===== config.mk =====
export PLATFORM = sky130hd
export DESIGN_NAME = mc_ctrl_flat
export DESIGN_NICKNAME = d
export VERILOG_FILES = /design/src/rtl/CorePack.sv /design/src/rtl/mc_ctrl_if.sv /design/src/rtl/mc_ctrl.sv /design/src/flat_wrapper.sv
export SDC_FILE = /design/constraint.sdc
export NUM_CORES = 1
export LEC_CHECK = 0
export ABC_AREA = 0
export CAP_MARGIN = 20
export CORE_MARGIN = 2
export CORE_UTILIZATION = 48
export CTS_BUF_LIST = sky130_fd_sc_hd__clkbuf_8
export DETAILED_ROUTE_END_ITERATION = 10
export PLACE_DENSITY = 0.9
export SLEW_MARGIN = 20
export SYNTH_ARGS = -nofsm -noshare
export SYNTH_HDL_FRONTEND = slang
export SYNTH_SLANG_ARGS = --single-unit

===== constraint.sdc =====
create_clock -name clk -period 2.1 [get_ports clk]
set_input_delay 0.42 -clock clk [delete_from_list [all_inputs] [get_ports clk]]
set_output_delay 0.42 -clock clk [all_outputs]
set_load 0.005 [all_outputs]

===== src/rtl/CorePack.sv =====
// Shared core types.
//   imm_op_enum : immediate-generator format select driven by the control sequencer.
package CorePack;

  typedef enum logic [2:0] {
    IMM0   = 3'd0,
    I_IMM  = 3'd1,
    S_IMM  = 3'd2,
    B_IMM  = 3'd3,
    U_IMM  = 3'd4,
    UJ_IMM = 3'd5
  } imm_op_enum;

endpackage


===== src/rtl/mc_ctrl_if.sv =====
// Memory handshake bundle between the control sequencer and the instruction/data memories.
//   imem_req/imem_ack/imem_rdata : instruction fetch port (req held until ack, rdata valid with ack)
//   dmem_req/dmem_we/dmem_ack    : data access port (req held until ack, we=1 for store)
// master = sequencer side, slave = memory side.
interface mc_ctrl_if;

  logic        imem_req;
  logic        imem_ack;
  logic [31:0] imem_rdata;
  logic        dmem_req;
  logic        dmem_we;
  logic        dmem_ack;

  modport master (
    output imem_req,
    input  imem_ack,
    input  imem_rdata,
    output dmem_req,
    output dmem_we,
    input  dmem_ack
  );

  modport slave (
    input  imem_req,
    output imem_ack,
    output imem_rdata,
    input  dmem_req,
    input  dmem_we,
    output dmem_ack
  );

endinterface


===== src/rtl/mc_ctrl.sv =====
// Multi-cycle control sequencer: FETCH/DECODE/EXEC/MEM/WB for RV64I, halting on
// illegal opcodes or memory ack timeouts.
// Ports:
//   clk, rstn            : clock, async active-low reset
//   bus (master)         : imem/dmem request/ack handshakes (req/we decoded from state)
//   ir                   : latched instruction
//   immgen_op            : immediate format select
//   alu_a_sel, alu_b_sel : ALU operand selects (pc/rs1, imm/rs2)
//   br_taken             : branch comparator result, sampled in EXEC
//   rf_we, wb_sel        : register write strobe and writeback source
//   pc_we, pc_sel        : PC update strobe and next-PC source
//   state                : debug state encoding
//   illegal, timeout     : sticky halt causes
module mc_ctrl
  import CorePack::*;
#(
  parameter int unsigned TIMEOUT_CYCLES = 255
) (
  input  logic             clk,
  input  logic             rstn,
  mc_ctrl_if.master        bus,
  output logic [31:0]      ir,
  output imm_op_enum       immgen_op,
  output logic             alu_a_sel,
  output logic             alu_b_sel,
  input  logic             br_taken,
  output logic             rf_we,
  output logic [1:0]       wb_sel,
  output logic             pc_we,
  output logic [1:0]       pc_sel,
  output logic [2:0]       state,
  output logic             illegal,
  output logic             timeout
);

  localparam int unsigned CNT_W = 8;
  localparam logic [CNT_W-1:0] CNT_LAST = CNT_W'(TIMEOUT_CYCLES - 1);

  localparam logic [6:0] OPC_OP_IMM   = 7'b0010011;
  localparam logic [6:0] OPC_OP_IMM32 = 7'b0011011;
  localparam logic [6:0] OPC_LOAD     = 7'b0000011;
  localparam logic [6:0] OPC_JALR     = 7'b1100111;
  localparam logic [6:0] OPC_STORE    = 7'b0100011;
  localparam logic [6:0] OPC_BRANCH   = 7'b1100011;
  localparam logic [6:0] OPC_LUI      = 7'b0110111;
  localparam logic [6:0] OPC_AUIPC    = 7'b0010111;
  localparam logic [6:0] OPC_JAL      = 7'b1101111;
  localparam logic [6:0] OPC_OP       = 7'b0110011;
  localparam logic [6:0] OPC_OP32     = 7'b0111011;

  typedef enum logic [2:0] {
    S_IDLE   = 3'd0,
    S_FETCH  = 3'd1,
    S_DECODE = 3'd2,
    S_EXEC   = 3'd3,
    S_MEM    = 3'd4,
    S_WB     = 3'd5,
    S_HALT   = 3'd6
  } state_e;

  state_e           state_q, state_d;
  logic [CNT_W-1:0] cnt_q, cnt_d;
  logic [31:0]      ir_d;
  imm_op_enum       immgen_op_d, dec_imm;
  logic             alu_a_sel_d, alu_b_sel_d, dec_a, dec_b, dec_legal;
  logic [1:0]       wb_sel_d, dec_wb, pc_sel_d;
  logic             rf_we_d, pc_we_d, illegal_d, timeout_d;
  logic [6:0]       opc;

  assign opc   = ir[6:0];
  assign state = state_q;

  // Handshake requests follow the state directly so they drop with an async reset.
  assign bus.imem_req = (state_q == S_FETCH);
  assign bus.dmem_req = (state_q == S_MEM);
  assign bus.dmem_we  = (state_q == S_MEM) && (opc == OPC_STORE);

  // Opcode classification into immediate format and datapath selects.
  always_comb begin
    dec_legal = 1'b1;
    dec_imm   = IMM0;
    dec_a     = 1'b0;
    dec_b     = 1'b1;
    dec_wb    = 2'b00;
    case (opc)
      OPC_OP_IMM, OPC_OP_IMM32: dec_imm = I_IMM;
      OPC_LOAD:   begin dec_imm = I_IMM;  dec_wb = 2'b01; end
      OPC_JALR:   begin dec_imm = I_IMM;  dec_wb = 2'b10; end
      OPC_STORE:  dec_imm = S_IMM;
      OPC_BRANCH: begin dec_imm = B_IMM;  dec_b  = 1'b0;  end
      OPC_LUI:    begin dec_imm = U_IMM;  dec_wb = 2'b11; end
      OPC_AUIPC:  begin dec_imm = U_IMM;  dec_a  = 1'b1;  end
      OPC_JAL:    begin dec_imm = UJ_IMM; dec_wb = 2'b10; end
      OPC_OP, OPC_OP32: dec_b = 1'b0;
      default:    dec_legal = 1'b0;
    endcase
  end

  // Next-state and registered-output logic.
  always_comb begin
    state_d     = state_q;
    cnt_d       = cnt_q;
    ir_d        = ir;
    immgen_op_d = immgen_op;
    alu_a_sel_d = alu_a_sel;
    alu_b_sel_d = alu_b_sel;
    wb_sel_d    = wb_sel;
    rf_we_d     = 1'b0;
    pc_we_d     = 1'b0;
    pc_sel_d    = 2'b00;
    illegal_d   = illegal;
    timeout_d   = timeout;

    case (state_q)
      S_IDLE: begin
        state_d = S_FETCH;
        cnt_d   = '0;
      end
      S_FETCH: begin
        // An ack on the last allowed wait cycle still completes normally.
        if (bus.imem_ack) begin
          ir_d    = bus.imem_rdata;
          state_d = S_DECODE;
        end else if (cnt_q == CNT_LAST) begin
          state_d   = S_HALT;
          timeout_d = 1'b1;
        end else begin
          cnt_d = cnt_q + 1'b1;
        end
      end
      S_DECODE: begin
        if (dec_legal) begin
          immgen_op_d = dec_imm;
          alu_a_sel_d = dec_a;
          alu_b_sel_d = dec_b;
          wb_sel_d    = dec_wb;
          state_d     = S_EXEC;
        end else begin
          illegal_d = 1'b1;
          state_d   = S_HALT;
        end
      end
      S_EXEC: begin
        if (opc == OPC_BRANCH) begin
          pc_we_d  = 1'b1;
          pc_sel_d = br_taken ? 2'b01 : 2'b00;
          state_d  = S_FETCH;
          cnt_d    = '0;
        end else if (opc == OPC_LOAD || opc == OPC_STORE) begin
          state_d = S_MEM;
          cnt_d   = '0;
        end else begin
          state_d = S_WB;
        end
      end
      S_MEM: begin
        if (bus.dmem_ack) begin
          if (opc == OPC_STORE) begin
            pc_we_d = 1'b1;
            state_d = S_FETCH;
            cnt_d   = '0;
          end else begin
            state_d = S_WB;
          end
        end else if (cnt_q == CNT_LAST) begin
          state_d   = S_HALT;
          timeout_d = 1'b1;
        end else begin
          cnt_d = cnt_q + 1'b1;
        end
      end
      S_WB: begin
        rf_we_d  = 1'b1;
        pc_we_d  = 1'b1;
        pc_sel_d = (opc == OPC_JAL)  ? 2'b01 :
                   (opc == OPC_JALR) ? 2'b10 : 2'b00;
        state_d  = S_FETCH;
        cnt_d    = '0;
      end
      S_HALT: state_d = S_HALT;
      default: state_d = S_HALT;
    endcase
  end

  // State and output registers.
  always_ff @(posedge clk or negedge rstn) begin
    if (!rstn) begin
      state_q   <= S_IDLE;
      cnt_q     <= '0;
      ir        <= '0;
      immgen_op <= IMM0;
      alu_a_sel <= 1'b0;
      alu_b_sel <= 1'b0;
      wb_sel    <= 2'b00;
      rf_we     <= 1'b0;
      pc_we     <= 1'b0;
      pc_sel    <= 2'b00;
      illegal   <= 1'b0;
      timeout   <= 1'b0;
    end else begin
      state_q   <= state_d;
      cnt_q     <= cnt_d;
      ir        <= ir_d;
      immgen_op <= immgen_op_d;
      alu_a_sel <= alu_a_sel_d;
      alu_b_sel <= alu_b_sel_d;
      wb_sel    <= wb_sel_d;
      rf_we     <= rf_we_d;
      pc_we     <= pc_we_d;
      pc_sel    <= pc_sel_d;
      illegal   <= illegal_d;
      timeout   <= timeout_d;
    end
  end

endmodule


===== src/flat_wrapper.sv =====
// flat-port wrapper written by rule: the top's interface ports become plain ports
module mc_ctrl_flat import CorePack::*;
#(
  parameter int unsigned TIMEOUT_CYCLES = 255
)
  (clk, rstn, ir, immgen_op, alu_a_sel, alu_b_sel, br_taken, rf_we, wb_sel, pc_we, pc_sel, state, illegal, timeout, bus_imem_req, bus_imem_ack, bus_imem_rdata, bus_dmem_req, bus_dmem_we, bus_dmem_ack);
  mc_ctrl_if bus_i ();
  input  logic clk;
  input  logic rstn;
  output logic [31:0] ir;
  output imm_op_enum immgen_op;
  output logic alu_a_sel;
  output logic alu_b_sel;
  input  logic br_taken;
  output logic rf_we;
  output logic [1:0] wb_sel;
  output logic pc_we;
  output logic [1:0] pc_sel;
  output logic [2:0] state;
  output logic illegal;
  output logic timeout;
  output wire logic [$bits(bus_i.imem_req)-1:0] bus_imem_req;
  input wire logic [$bits(bus_i.imem_ack)-1:0] bus_imem_ack;
  input wire logic [$bits(bus_i.imem_rdata)-1:0] bus_imem_rdata;
  output wire logic [$bits(bus_i.dmem_req)-1:0] bus_dmem_req;
  output wire logic [$bits(bus_i.dmem_we)-1:0] bus_dmem_we;
  input wire logic [$bits(bus_i.dmem_ack)-1:0] bus_dmem_ack;
  assign bus_imem_req = bus_i.imem_req;
  assign bus_i.imem_ack = bus_imem_ack;
  assign bus_i.imem_rdata = bus_imem_rdata;
  assign bus_dmem_req = bus_i.dmem_req;
  assign bus_dmem_we = bus_i.dmem_we;
  assign bus_i.dmem_ack = bus_dmem_ack;
  mc_ctrl #(.TIMEOUT_CYCLES(TIMEOUT_CYCLES)) u_core (.clk(clk), .rstn(rstn), .bus(bus_i), .ir(ir), .immgen_op(immgen_op), .alu_a_sel(alu_a_sel), .alu_b_sel(alu_b_sel), .br_taken(br_taken), .rf_we(rf_we), .wb_sel(wb_sel), .pc_we(pc_we), .pc_sel(pc_sel), .state(state), .illegal(illegal), .timeout(timeout));
endmodule

==> impl_summary.txt <==
----------------------------------------------------
[Clock tree]
  CTS sink cnt ... 56
  Number of buffers inserted during clock tree synthesis ... 5
  Clock tree from TritonCTS ... done
  CTS root buf ... clkbuf_8
  Worst-Skew Late Latency ... 0.30 ns
  Clock Path Buffers ... 2
  H-tree level count ... 2
  Clock transition at the registers of the reported paths ... 0.10 ns
  Post-cts hold buffer count ... 0

[Detailed routing]
  Mean routed wirelength per cell ... between 15 and 20 um
  Ratio of routed vias to standard cells ... between 5 and 6
  Number of DRC violations after detailed-routing iteration 0 ... 218
  Total routed wirelength ... 6.74 mm
  Via count ... ~2300
  Remaining antenna violation count after routing ... 0
  Length of the first detailed-routing pass in iterations ... 4
  DRC Markers ... 0

[Setup path]
  Critical R2R Launch ... u_core.state[0]$_DFF_PN0_
  Critical path data required time ... roughly 2.3 ns
  FF-to-FF setup slack ... a little under 0.1 ns
  Most common cell on crit path ... buf_4
  Classification of the worst setup path ... reg -> reg
  Crit start category ... register
  Cells along the critical path ... buf_4, buf_4, or3b_4, a31oi_4, nand3_4, mux2_1
  R2r worst-path depth ... 6
  R2r endpoint ... u_core.wb_sel[1]$_DFFE_PN0P_
  CP arrival ... about 2.2 ns
  Maximum single-stage delay on the critical path ... around 0.43 ns
  Slowest library cell on the worst path ... dfrtp_1
  Endpoint class of the critical path ... register
  Top fanout value on the critical path ... 12

[Die]
  Cell Rows ... 27
  Core footprint ... between 0.005 and 0.006 sq mm
  Initial Utilization ... about half
  Die extent in x ... 79.3 um
  Area of the die ... roughly 0.0063 sq mm
  Top Ports ... around 90
  Die Y-Extent ... about 79 um

[Power and ir drop]
  Portion of total power attributed to the clock network ... between 30% and 40%
  Combinational fraction of design power ... 5.2%
  P_sw ... between 300 and 400 uW
  P per Cell Area ... 478 mW/mm^2
  Switching Fraction ... between 20% and 30%
  Overall power of the completed layout ... roughly 1.9 mW
  Worst supply voltage drop on vdd ... roughly 0.31 mV
  Total leakage power ... approximately 1.7 nW
  Reg power frac ... between 50% and 60%
  Internal Power ... about 1.5 mW

[Synth]
  Top_reg_cell synth ... dfrtp_1
  EDFF count, synth ... 0
  Part of the Yosys area used for sequential elements ... 51.5%
  Share of synthesized registers carrying an async set or reset ... 100%
  Number of standard cells after synthesis ... about 240
  Register bit total from synthesis ... 56
  Cell variety after synth ... 50
  Largest cells by area after synthesis ... dfrtp_1 (52%), mux2_2 (12%), o21ai_0 (2.4%)
  Area leader, netlist ... dfrtp_1
  Mean instance size in the synthesized netlist ... between 10 and 15 sq um
  Syn. warnings ... 0
  Portion of synthesized cell area occupied by the leading cell type ... between 50% and 60%
  Cell area after technology mapping ... roughly 0.0027 sq mm
  Synthesized net count ... 281

[Place]
  Post-DP HPWL ... about 4.9 mm
  Worst-case setup slack after placement ... -0.0131 ns
  Final weighted congestion in routability-driven placement ... between 0.8 and 0.9
  Post-placement cell area ... about 0.0038 sq mm
  I/O Buffers ... a little under 90
  Placed Cells incl. Taps ... about 400

[Global routing]
  GRT overflow ... 0
  Wire length of the first global-routing pass ... approximately 11 mm
  GRT Resource Usage Total ... ~22%
  Maximum number of pins on one net before global-route repair ... 35
  Antenna violations before repair ... 0
  Via count of the first global-routing pass ... 2357

[Timing]
  Pins Over Slew Limit ... 0
  Total negative slack ... 0 ns
  Worst slew pin tran ... 0.519 ns
  Total setup violations reported at the end of the flow ... 0
  Setup slack after layout ... between 0.09 and 0.1 ns
  Clk_skew ... ~0.0065 ns
  Unrepaired setup endpoints after global routing ... false
  Maximum achievable frequency ... between 400 and 500 MHz
  Hold WS ... 0.0757 ns
  Relative max-transition margin ... approximately two thirds
  Shortest period the worst path allows ... around 2 ns
  Period Utilization, post-route ... between 90% and 100%
  Final count of hold timing violations ... 0

[Layout]
  Area taken by multi-input logic gates ... between 0.001 and 0.0015 sq mm
  Fraction of final layout cells with drive strength greater than 1 ... about a fifth
  Utilization after layout ... 70.8%
  Number of antenna cells inserted ... 0
  Number of standard cells in the final layout excluding fillers ... ~420
  Final std cell area, no fill ... slightly below 0.004 sq mm
  Number of nets in the finished design ... around 380
  Sequential standard cell area ... around 0.0014 sq mm
  Layout-stage area growth over the synthesis result ... 43.3%
  Number of fill cells ... 415

[Min path]
  Min-Delay Path Class ... in -> async

[Run]
  Max-capacitance violation count ... 0

[Outcome]
  Status ... complete, no violations

----------------------------------------------------
==> flip-flops by register name (all words and copies together) (netlist names) <==
name and count:
u_core.pc_we 1, u_core.pc_sel 2, u_core.ir 32, u_core.cnt_q 8, u_core.alu_a_sel 1, u_core.alu_b_sel 1, u_core.illegal 1, u_core.wb_sel 2
u_core.immgen_op 3, u_core.rf_we 1, u_core.state 3, u_core.timeout 1
==> layout by cell type, fill, tap and decap left out, drive strengths merged, types with 3 or more instances in the layout <==
master,Yosys,layout
a31oi,3,3
clkdlybuf4s50,0,83
nand2,16,16
o211ai,3,3
nor2b,4,4
mux2,33,33
or3,5,5
clkbuf,6,5
buf,6,20
nor3b,4,4
nor3,5,5
nor2,6,6
nand3,8,8
a21oi,11,11
mux2i,3,3
o21ai,14,14
nand2b,7,7
o221ai,3,3
dfrtp,56,56
inv,13,14
==> power groups by stage <==
stage	clock (mW)	combinational, mW	sequential, mW
after floorplan	0	0.00392	1.10
after global placement	0	0.0954	1.10
after detailed placement	0	0.0987	1.10
after CTS	0.715	0.0993	1.08
after global routing	0.755	0.106	1.08
final	0.689	0.0969	1.08
==> worst max-delay path by stage <==
| stage | start | to | slack (ns) | cells after the start |
|---|---|---|---|---|
| 6_report | u_core.state[0]$_DFF_PN0_ | u_core.wb_sel[1]$_DFFE_PN0P_ | 0.1 | 6 |
| 4_1_cts | u_core.state[0]$_DFF_PN0_ | bus_dmem_req | 0.03 | 3 |
| 2_1_floorplan | u_core.state[2]$_DFF_PN0_ | bus_dmem_we | 0.43 | 3 |
| 3_3_place_gp | bus_dmem_ack | u_core.cnt_q[2]$_DFFE_PN0P_ | 0.12 | 5 |
| 3_5_place_dp | bus_dmem_ack | u_core.cnt_q[2]$_DFFE_PN0P_ | -0.01 | 5 |
| 5_1_grt | u_core.state[0]$_DFF_PN0_ | u_core.wb_sel[1]$_DFFE_PN0P_ | 0.05 | 6 |
==> synthesized netlist by cell type, types with 3 or more instances <==
| cell type | n |
|---|---|
| mux2i_1 | 3 |
| nand3_1 | 7 |
| inv_1 | 13 |
| nand2_1 | 16 |
| mux2_2 | 30 |
| nor2b_1 | 4 |
| o211ai_1 | 3 |
| nand2b_1 | 7 |
| nor2_1 | 6 |
| nor3_1 | 5 |
| o21ai_0 | 13 |
| a21oi_1 | 11 |
| or3_1 | 5 |
| clkbuf_1 | 6 |
| nor3b_1 | 4 |
| dfrtp_1 | 56 |
| buf_2 | 6 |
==> critical path: cells and delay by family, from the launching register on <==
kind | cells | cell delay [ns]
simple gates | 2 | 0.60
flops | 1 | 0.43
mux | 1 | 0.36
compound gates | 1 | 0.18
buf+inv | 2 | 0.33
==> cell type report <==
| class | count | area share, % |
|---|---|---|
| flip-flops and latches | 56 | 35.9 |
| multi-input cells | 161 | 31.5 |
| repair buffers | 106 | 26.2 |
| well taps | 72 | 2.31 |
| clock buffers | 5 | 1.77 |
| inverters | 13 | 1.25 |
| clock inverters | 3 | 0.995 |
==> repair_timing <==
item | in CTS | in global routing
setup buffers | 3 | 0
gates resized for setup | 5 | 1
pin swaps | 3 | 1
cloned | 0 | 0
endpoints found under the setup margin | 3 | 1
==> routing by layer <==
layer / routed length [um] / vias up / part of all wire [%] / global-route usage [%]
met5: 0 / - / 0 / 0
met4: 148 / 0 / 2.2 / 8.45
met2: 3340 / 111 / 50 / 37.5
met1: 2780 / 1139 / 41 / 26.7
met3: 464 / 15 / 6.9 / 6.02
li1: - / 1073 / - / -
==> logic make-up (layout without fill, tap and decap cells) <==
group | after synthesis | count (layout) | synth area share (%)
buffers and inverters | 25 | 127 | 3.73
DFF | 56 | 56 | 51.5
and+or+nand+nor | 72 | 72 | 16.0
AOI/OAI and AO/OA | 51 | 51 | 12.9
muxes | 36 | 36 | 14.9
adders and majority gates | 2 | 2 | 0.920
(Power assumes the default switching activity.)
